### config.mk
export PLATFORM = sky130hd
export DESIGN_NAME = m68k_bus_responder
export DESIGN_NICKNAME = d
export VERILOG_FILES = /design/src/rtl/m68k_bus_responder.sv
export SDC_FILE = /design/constraint.sdc
export NUM_CORES = 1
export LEC_CHECK = 0
export CORE_MARGIN = 2
export CORE_UTILIZATION = 42
export DETAILED_ROUTE_END_ITERATION = 10
export PLACE_DENSITY_LB_ADDON = 0.1
export SYNTH_ARGS = -nofsm -noshare
export SYNTH_HDL_FRONTEND = slang
export SYNTH_SLANG_ARGS = --single-unit
### constraint.sdc
create_clock -name SYSCLK -period 3.06 [get_ports SYSCLK]
set_clock_uncertainty 0.05 [all_clocks]
set_input_delay 0.765 -clock SYSCLK [delete_from_list [all_inputs] [get_ports SYSCLK]]
set_output_delay 0.765 -clock SYSCLK [all_outputs]
set_load 0.005 [all_outputs]
### src/rtl/m68k_bus_responder.sv
// m68k_bus_responder: 68000 bus slave that decodes an address window, forwards
// each access to an internal request/acknowledge port, inserts MCCLK wait states
// and returns DTACK_n. Optional macro BERR_TIMEOUT_EN adds an ACK timeout that
// answers with BERR_n instead of DTACK_n.
module m68k_bus_responder #(
  parameter logic [22:0] BASE_ADDR   = 23'h7F0000,
  parameter logic [22:0] ADDR_MASK   = 23'h7F0000,
  parameter int unsigned WAIT_STATES = 2,
  parameter logic [7:0]  TIMEOUT     = 8'd255
) (
  input  logic        SYSCLK,
  input  logic        RESET,
  input  logic        MCCLK_RISING,
  input  logic        MCCLK_FALLING,
  input  logic        AS_n,
  input  logic        UDS_n,
  input  logic        LDS_n,
  input  logic        RW,
  input  logic [22:0] A,
  input  logic [15:0] D_IN,
  output logic        DTACK_n,
  output logic [15:0] D_OUT,
  output logic        D_OE,
  output logic        BERR_n,
  output logic        REQ,
  output logic        REQ_WE,
  output logic [22:0] REQ_ADDR,
  output logic [1:0]  REQ_BE,
  output logic [15:0] REQ_WDATA,
  input  logic        ACK,
  input  logic [15:0] RDATA
);

  localparam int unsigned WAIT_W = (WAIT_STATES < 2) ? 1 : $clog2(WAIT_STATES + 1);
  localparam logic [WAIT_W-1:0] WAIT_LAST = WAIT_W'(WAIT_STATES);

  // S_BERR is only reachable when the ACK timeout is built in
  typedef enum logic [2:0] {
    S_IDLE, S_REQ, S_WAIT, S_ACKED, S_RELEASE, S_BERR
  } state_t;

  state_t              state_q, state_d;
  logic [3:0]          strb_meta_q, strb_meta_d;
  logic [3:0]          strb_sync_q, strb_sync_d;
  logic                armed_q, armed_d;
  logic                req_q, req_d;
  logic                we_q, we_d;
  logic [22:0]         addr_q, addr_d;
  logic [1:0]          be_q, be_d;
  logic [15:0]         wdata_q, wdata_d;
  logic [15:0]         d_out_q, d_out_d;
  logic                d_oe_q, d_oe_d;
  logic                dtack_n_q, dtack_n_d;
  logic [WAIT_W-1:0]   wait_cnt_q, wait_cnt_d;
`ifdef BERR_TIMEOUT_EN
  logic                berr_n_q, berr_n_d;
  logic [7:0]          tmo_cnt_q, tmo_cnt_d;
`endif

  logic as_s, uds_s, lds_s, rw_s;
  logic sel_c, ds_any_c, wait_done_c;
  logic unused_c;

  assign as_s  = strb_sync_q[3];
  assign uds_s = strb_sync_q[2];
  assign lds_s = strb_sync_q[1];
  assign rw_s  = strb_sync_q[0];

  assign sel_c       = (A & ADDR_MASK) == (BASE_ADDR & ADDR_MASK);
  assign ds_any_c    = ~uds_s | ~lds_s;
  assign wait_done_c = (wait_cnt_q == WAIT_LAST) ||
                       (MCCLK_FALLING && ((wait_cnt_q + WAIT_W'(1)) == WAIT_LAST));

  // Two-flop synchronizer for the asynchronous bus strobes and direction
  always_comb begin
    strb_meta_d = {AS_n, UDS_n, LDS_n, RW};
    strb_sync_d = strb_meta_q;
  end

  // Bus handshake next-state and registered output logic
  always_comb begin
    state_d    = state_q;
    armed_d    = armed_q | as_s;
    req_d      = req_q;
    we_d       = we_q;
    addr_d     = addr_q;
    be_d       = be_q;
    wdata_d    = wdata_q;
    d_out_d    = d_out_q;
    d_oe_d     = d_oe_q;
    dtack_n_d  = dtack_n_q;
    wait_cnt_d = wait_cnt_q;
`ifdef BERR_TIMEOUT_EN
    berr_n_d   = berr_n_q;
    tmo_cnt_d  = tmo_cnt_q;
`endif
    case (state_q)
      S_IDLE: begin
        // armed_q blocks a still-low AS from re-triggering the previous cycle
        if (armed_q && !as_s && ds_any_c && sel_c) begin
          addr_d     = A;
          we_d       = ~rw_s;
          be_d       = {~uds_s, ~lds_s};
          wdata_d    = D_IN;
          req_d      = 1'b1;
          armed_d    = 1'b0;
          wait_cnt_d = '0;
`ifdef BERR_TIMEOUT_EN
          tmo_cnt_d  = '0;
`endif
          state_d    = S_REQ;
        end
      end
      S_REQ: begin
        if (ACK) begin
          d_out_d    = RDATA;
          req_d      = 1'b0;
          wait_cnt_d = '0;
          state_d    = S_WAIT;
        end
`ifdef BERR_TIMEOUT_EN
        else if (tmo_cnt_q == (TIMEOUT - 8'd1)) begin
          req_d    = 1'b0;
          berr_n_d = 1'b0;
          state_d  = S_BERR;
        end else begin
          tmo_cnt_d = tmo_cnt_q + 8'd1;
        end
`endif
      end
      S_WAIT: begin
        // AS seen high since the cycle started means the master gave up
        if (as_s || armed_q) begin
          state_d = S_IDLE;
        end else if (wait_done_c) begin
          dtack_n_d = 1'b0;
          d_oe_d    = ~we_q;
          state_d   = S_ACKED;
        end else if (MCCLK_FALLING) begin
          wait_cnt_d = wait_cnt_q + WAIT_W'(1);
        end
      end
      S_ACKED: begin
        if (as_s) begin
          dtack_n_d = 1'b1;
          d_oe_d    = 1'b0;
          state_d   = S_RELEASE;
        end
      end
      S_RELEASE: begin
        state_d = S_IDLE;
      end
      S_BERR: begin
`ifdef BERR_TIMEOUT_EN
        if (as_s) begin
          berr_n_d = 1'b1;
          state_d  = S_RELEASE;
        end
`else
        state_d = S_IDLE;
`endif
      end
      default: state_d = S_IDLE;
    endcase
  end

  // State and output registers, asynchronously cleared by RESET
  always_ff @(posedge SYSCLK or posedge RESET) begin
    if (RESET) begin
      state_q     <= S_IDLE;
      strb_meta_q <= 4'b1111;
      strb_sync_q <= 4'b1111;
      armed_q     <= 1'b1;
      req_q       <= 1'b0;
      we_q        <= 1'b0;
      addr_q      <= '0;
      be_q        <= '0;
      wdata_q     <= '0;
      d_out_q     <= '0;
      d_oe_q      <= 1'b0;
      dtack_n_q   <= 1'b1;
      wait_cnt_q  <= '0;
`ifdef BERR_TIMEOUT_EN
      berr_n_q    <= 1'b1;
      tmo_cnt_q   <= '0;
`endif
    end else begin
      state_q     <= state_d;
      strb_meta_q <= strb_meta_d;
      strb_sync_q <= strb_sync_d;
      armed_q     <= armed_d;
      req_q       <= req_d;
      we_q        <= we_d;
      addr_q      <= addr_d;
      be_q        <= be_d;
      wdata_q     <= wdata_d;
      d_out_q     <= d_out_d;
      d_oe_q      <= d_oe_d;
      dtack_n_q   <= dtack_n_d;
      wait_cnt_q  <= wait_cnt_d;
`ifdef BERR_TIMEOUT_EN
      berr_n_q    <= berr_n_d;
      tmo_cnt_q   <= tmo_cnt_d;
`endif
    end
  end

  assign DTACK_n   = dtack_n_q;
  assign D_OUT     = d_out_q;
  assign D_OE      = d_oe_q;
  assign REQ       = req_q;
  assign REQ_WE    = we_q;
  assign REQ_ADDR  = addr_q;
  assign REQ_BE    = be_q;
  assign REQ_WDATA = wdata_q;

`ifdef BERR_TIMEOUT_EN
  assign BERR_n   = berr_n_q;
  assign unused_c = MCCLK_RISING;
`else
  assign BERR_n   = 1'b1;
  assign unused_c = ^{MCCLK_RISING, TIMEOUT};
`endif

endmodule

==> flow_summary.ini, run 1 <==
[run_status]
outcome = finished, final reports clean

[cts]
worst_skew_pair.late_latency_ns = 0.33
postCtsSetupRepairBufs = 0
post_cts.resized_instances = 0
postCtsHoldBufs = 0
cts-htree-levels = 3
path_clk_slew_ns = 0.07
tritoncts_num_sinks = 75
tritoncts_clock_tree = yes
clock_tree.root_cell = sky130_fd_sc_hd__clkbuf_8
cts-root-to-sink-buffers = 2
total_cts_buffers = 9

[synth]
synth_xor_xnor_area_share = 0
synth_compound_area_frac = 0.0552
netlist.area_leader.share = 0.552
yosys.area_share.adder = 0.00849
async_flop_share = 1.00
synth_simple_gate_area_frac = 0.0768
synthDominantAreaCellType = sky130_fd_sc_hd__dfrtp_1
synth_top_family_by_area = multiplexers
yosys_warnings = 0
synth-main-ff-cell = sky130_fd_sc_hd__dfrtp_1
yosysMostFrequentCell = sky130_fd_sc_hd__dfrtp_1
synth-edff-count = 0
sequential_cell_area_fraction_in_the_yosys_report = 0.641
syn_avg_cell_area_um2 = 15.2
post_synth_main_area_contributors = sky130_fd_sc_hd__dfrtp_1 55%, sky130_fd_sc_hd__mux2_2 19%, sky130_fd_sc_hd__dfstp_2 8.9%
ys_top_cells_by_count = 65 x sky130_fd_sc_hd__dfrtp_1, 49 x sky130_fd_sc_hd__mux2_2, 10 x sky130_fd_sc_hd__dfstp_2, 9 x sky130_fd_sc_hd__nand2b_1
synth_nets = 260
synth.mux.area_fraction = 0.190
netlist_instances = 194
register_bit_count_reported_by_yosys = 75
netlist_area_um2 = 2950
netlist-cell-type-count = 39

[timing]
hold_ws_ns = 0.306
slew_headroom = 0.628
slew_viol_final = 0
fin_ws_ns = 0.663
layout_min_cycle_time_ns = 2.40
rsz0062_at_grt = false
setup_violations = 0
worst_slew_pin_slew_ns = 0.558
setup-tns-final_ns = 0
finalHoldViolations = 0
top_achievable_clock_speed_ghz = 0.417
min_period_over_period = 0.783

[global_routing]
grt_overflow = 0
grt_start_max_net_pins = 33
number_of_antenna_violations_at_the_first_check_in_global_routing = 0
first_global_vias = 2067
grt.total_usage = 0.165
grt_pass1_wl_um = 9690

[layout]
final_net_count = 391
areaGrowthSynthToFinish_pct = 52.9
insertedDiodeCount = 0
final_instance_area_um2 = 4510
n_fill_cell = 522
utilization = 0.664
post_route_cells_drive_above_1_share = 0.279
final_cells = 426

[critical_path]
required_ns = 3.23
reg2regPathDepth = 6
worstSetupPathType = input port to flip-flop
crit-reg2reg-launch = wait_cnt_q[0]
critical_path_buf_inv_count = 1
critPathArrivalTime_ns = 2.56
start_kind = input port
crit_family = simple AND/OR/NAND/NOR gates
crit_fanout = 2
crit_start = MCCLK_FALLING
critPathSlowestCell = sky130_fd_sc_hd__or3b_2
path_depth = 5
critical_path.cell_chain = clkdlybuf4s50_1 > or3b_2 > nor4_4 > mux2_2 > a221o_1
critPathCaptureType = flip-flop
timing.critical_path.slowest_cell_delay_ns = 0.48

[die]
core_um2 = 6790
rows = 30
die-area_um2 = 7710
start_util = 0.434
chipWidth_um = 87.8
die_span_y_um = 87.8
io_pins = 126

[routing]
routed-via-count = 1989
ant_nets = 0
post-route-drc-count = 0
route.detailed.wl_per_inst_um = 14.4
detail_route.wirelength_um = 6140
detail_route.first_pass.iterations = 4
vias_per_cell = 4.67
detailedRoute.firstIterationViolations = 44

[place]
numPortBuffers = 123
placed_cell_area_um2 = 4300
dp_cells = 410
total_half_perimeter_wirelength_after_legalization_and_detailed_placement_um = 4520
globalplace.congestion = 0.776
detailedPlace.worstSlack_ns = 0.320

[pwr]
max-vdd-ir-drop_v = 0.000301
power_leakage_nw = 2.01
powerDensity_nw_per_um2 = 507
total_power_mw = 2.29

[min_path]
min_path_cells = 0
min_path_type = flip-flop to flip-flop
worstHoldStart = strb_meta_q[3]

[flow_run]
cap_violations = 0
-- per-layer routing --
metal  global-route usage  up-vias  wire [µm]
met5                    0        -          0
met4               0.0741        0        123
met3               0.0735       11        588
met2                0.252       73       2940
met1                0.201      965       2480
li1                     -      940          -
-- report_power, final --
group / switching, mW / total (mW) / internal (mW)
combinational: 0.103 / 0.357 / 0.254
clock: 0.349 / 0.807 / 0.457
sequential: 0.0440 / 1.12 / 1.08
-- area by class of cell --
class / instances / area (µm²) / area share
inverter: 5 / 18.8 / 0.00416
clock buffer: 11 / 131 / 0.0291
sequential: 75 / 1890 / 0.419
tap: 96 / 120 / 0.0266
timing repair buffer: 129 / 1290 / 0.286
clock inverter: 5 / 77.6 / 0.0172
multi-input combinational: 105 / 985 / 0.218
-- kinds of logic (layout without fill, tap and decap cells) --
| logic type | count (synthesis) | in the layout |
|---|---|---|
| flops | 75 | 75 |
| mux | 50 | 50 |
| simple gates | 31 | 31 |
| compound gates | 21 | 21 |
| buf+inv | 14 | 150 |
| fa+ha+maj | 2 | 2 |
| other cells | 1 | 1 |
-- worst reg2reg max path, cell delays in order, from the launching register on --
cell                      delay [ns]
sky130_fd_sc_hd__dfrtp_1        0.43
sky130_fd_sc_hd__inv_1          0.07
sky130_fd_sc_hd__ha_1           0.20
sky130_fd_sc_hd__or3b_2         0.47
sky130_fd_sc_hd__nor4_4         0.20
sky130_fd_sc_hd__mux2_2         0.37
sky130_fd_sc_hd__a221o_1        0.29
-- final timing paths --
kind / endpoint / slack (ns)
min in group asynchronous: REQ_WDATA[6] / 0.76
max: wait_cnt_q[0] / 0.66
max in group asynchronous: D_OUT[14] / 1.51
min reg2reg: strb_sync_q[3] / 0.31
max reg2reg: wait_cnt_q[0] / 0.87
min: strb_sync_q[3] / 0.31
-- flip-flops by register name (all words and copies together) (netlist names) --
signal and count:
REQ_ADDR 23, D_OUT 16, REQ_WDATA 16, strb_meta_q 4, strb_sync_q 4, state_q 3
REQ_BE 2, wait_cnt_q 2, DTACK_n 1, D_OE 1, REQ 1, REQ_WE 1
armed_q 1
-- placed cells by master, fill, tap and decap left out, types with 3 or more instances in the layout --
cell,count
sky130_fd_sc_hd__clkdlybuf4s50_1,123
sky130_fd_sc_hd__dfrtp_1,65
sky130_fd_sc_hd__mux2_2,49
sky130_fd_sc_hd__dfstp_2,10
sky130_fd_sc_hd__nand2b_1,9
sky130_fd_sc_hd__clkbuf_8,9
sky130_fd_sc_hd__nand2_1,6
sky130_fd_sc_hd__a21oi_1,6
sky130_fd_sc_hd__buf_4,5
sky130_fd_sc_hd__inv_1,4
sky130_fd_sc_hd__a31oi_1,3
sky130_fd_sc_hd__o21ai_0,3
Note: power is estimated with default switching activity, not from simulation.
==> run 2, diff against run 1 <==
--- a/config.mk
+++ b/config.mk
@@ -6,7 +6,7 @@
 export NUM_CORES = 1
 export LEC_CHECK = 0
 export CORE_MARGIN = 2
-export CORE_UTILIZATION = 42
+export CORE_UTILIZATION = 38
 export DETAILED_ROUTE_END_ITERATION = 10
 export PLACE_DENSITY_LB_ADDON = 0.1
 export SYNTH_ARGS = -nofsm -noshare
==> constraint.sdc (replaced) <==
create_clock -name SYSCLK -period 2.2 [get_ports SYSCLK]
set_clock_uncertainty 0.05 [all_clocks]
set_input_delay 0.55 -clock SYSCLK [delete_from_list [all_inputs] [get_ports SYSCLK]]
set_output_delay 0.55 -clock SYSCLK [all_outputs]
set_load 0.005 [all_outputs]
==> flow_summary.ini, run 2 (synthesis results as in run 1) <==
[routing]
detail_route.first_pass.iterations = 4
route.detailed.wl_per_inst_um = 14.3
dr.max_layer_used = met4
met3RoutedLength_um = 559
routed-via-count = 2053
ant_nets = 0
vias_per_cell = 4.68
detail_route.wirelength_um = 6280
detailroute.wirelength.met2_um = 3040
post-route-drc-count = 0
wirelength_met1_um = 2570
detailedRoute.firstIterationViolations = 47

[timing]
layout_min_cycle_time_ns = 2.15
setup-tns-final_ns = 0
fin_ws_ns = 0.0472
hold_ws_ns = 0.307
min_period_over_period = 0.979
slew_viol_final = 0
top_achievable_clock_speed_ghz = 0.465
setup_violations = 0
finalHoldViolations = 0

[die]
core_um2 = 7610
chipWidth_um = 92.1
start_util = 0.388
rows = 32
die-area_um2 = 8480
die_span_y_um = 92.1
io_pins = 126

[critical_path]
crit_fanout = 2
critPathArrivalTime_ns = 2.32
critPathCaptureType = flip-flop
start_kind = input port
worstSetupPathType = input port to flip-flop
required_ns = 2.37

[cts]
cts-root-to-sink-buffers = 2
path_clk_slew_ns = 0.07
clock_tree.root_cell = sky130_fd_sc_hd__clkbuf_8
cts-htree-levels = 3
worst_skew_pair.late_latency_ns = 0.34
total_cts_buffers = 9
tritoncts_num_sinks = 75
tritoncts_clock_tree = yes
postCtsHoldBufs = 0

[flow_run]
cap_violations = 0

[layout]
n_fill_cell = 610
most_frequent_cells_in_the_layout = 123 x sky130_fd_sc_hd__clkdlybuf4s50_1, 64 x sky130_fd_sc_hd__dfrtp_1, 49 x sky130_fd_sc_hd__mux2_2
post_route_cells_drive_above_1_share = 0.300
final_net_count = 398
insertedDiodeCount = 0
final_common_cell = sky130_fd_sc_hd__clkdlybuf4s50_1
largest_register_ff_count = 23
footprint_of_the_multi_input_gates_um2 = 987
areaGrowthSynthToFinish_pct = 55.6
register_area_um2 = 1890

[place]
numPortBuffers = 123
total_half_perimeter_wirelength_after_legalization_and_detailed_placement_um = 4420
globalplace.congestion = 0.803
detailedPlace.worstSlack_ns = -0.302

[global_routing]
grt_start_max_net_pins = 45
number_of_antenna_violations_at_the_first_check_in_global_routing = 0
grt.total_usage = 0.157
grt_overflow = 0
grt_pass1_wl_um = 10300
first_global_vias = 2231

[min_path]
min_path_type = flip-flop to flip-flop

[pwr]
power.internal_mw = 2.42
power_leakage_nw = 2.04
power.switching_mw = 0.697
comb_power_share = 0.164
powerDensity_nw_per_um2 = 678
switching_part_of_the_total = 0.224
max-vdd-ir-drop_v = 0.000438
clockPowerShare = 0.334
seqPwrFrac = 0.502

[run_status]
outcome = finished, final reports clean
-- run 2: cell type report --
type | instances | share of cell area
sequential | 75 | 0.412
timing repair buffer | 136 | 0.298
multi-input combinational | 105 | 0.215
clock buffer | 11 | 0.0308
tap | 102 | 0.0278
clock inverter | 5 | 0.0115
inverter | 5 | 0.00491
-- run 2: path summary, 6_finish.rpt --
check                           slack (ns)           start             end  depth (start not counted)
worst max-delay path                  0.05   MCCLK_FALLING   wait_cnt_q[0]                          5
worst min-delay path                  0.31  strb_meta_q[1]  strb_sync_q[1]                          0
worst max register to register        0.06   wait_cnt_q[0]   wait_cnt_q[0]                          5
worst min register to register        0.31  strb_meta_q[1]  strb_sync_q[1]                          0
max in group asynchronous             1.13           RESET         armed_q                          3
min in group asynchronous             0.56           RESET    REQ_WDATA[6]                          3
-- run 2: repair_timing --
action	in CTS	in global routing
setup buffers	0	4
endpoints found under the setup margin	0	1
resized for setup	0	2
-- run 2: power by group through the flow --
| stage | combinational (mW) | sequential (mW) | clock (mW) |
|---|---|---|---|
| 2_1_floorplan | 0.140 | 1.59 | 0 |
| 3_3_place_gp | 0.502 | 1.58 | 0 |
| 3_5_place_dp | 0.507 | 1.59 | 0 |
| 4_1_cts | 0.509 | 1.56 | 1.09 |
| 5_1_grt | 0.555 | 1.58 | 1.14 |
| 6_report | 0.511 | 1.56 | 1.04 |
-- run 2: metal layers --
layer,up-vias,track usage
li1,956,-
met1,1019,0.187
met2,68,0.252
met3,10,0.0592
met4,0,0.0709
met5,-,0
-- run 2: worst max-delay path, cell delays in order --
cell and delay [ns]:
sky130_fd_sc_hd__clkdlybuf4s50_1 0.47, sky130_fd_sc_hd__or3b_4 0.39, sky130_fd_sc_hd__nor4_4 0.26, sky130_fd_sc_hd__mux2_2 0.37, sky130_fd_sc_hd__a221o_1 0.29
-- run 2: per-stage QoR --
stage | util | cells | instance area [µm²] | total power [mW]
floorplan | - | 194 | 2950 | 1.73
global placement | 0.573 | 419 | 4360 | 2.09
detailed placement | 0.573 | 419 | 4360 | 2.09
CTS | 0.599 | 435 | 4550 | 3.16
global route | 0.603 | 439 | 4590 | 3.27
finish | 0.603 | 439 | 4590 | 3.11
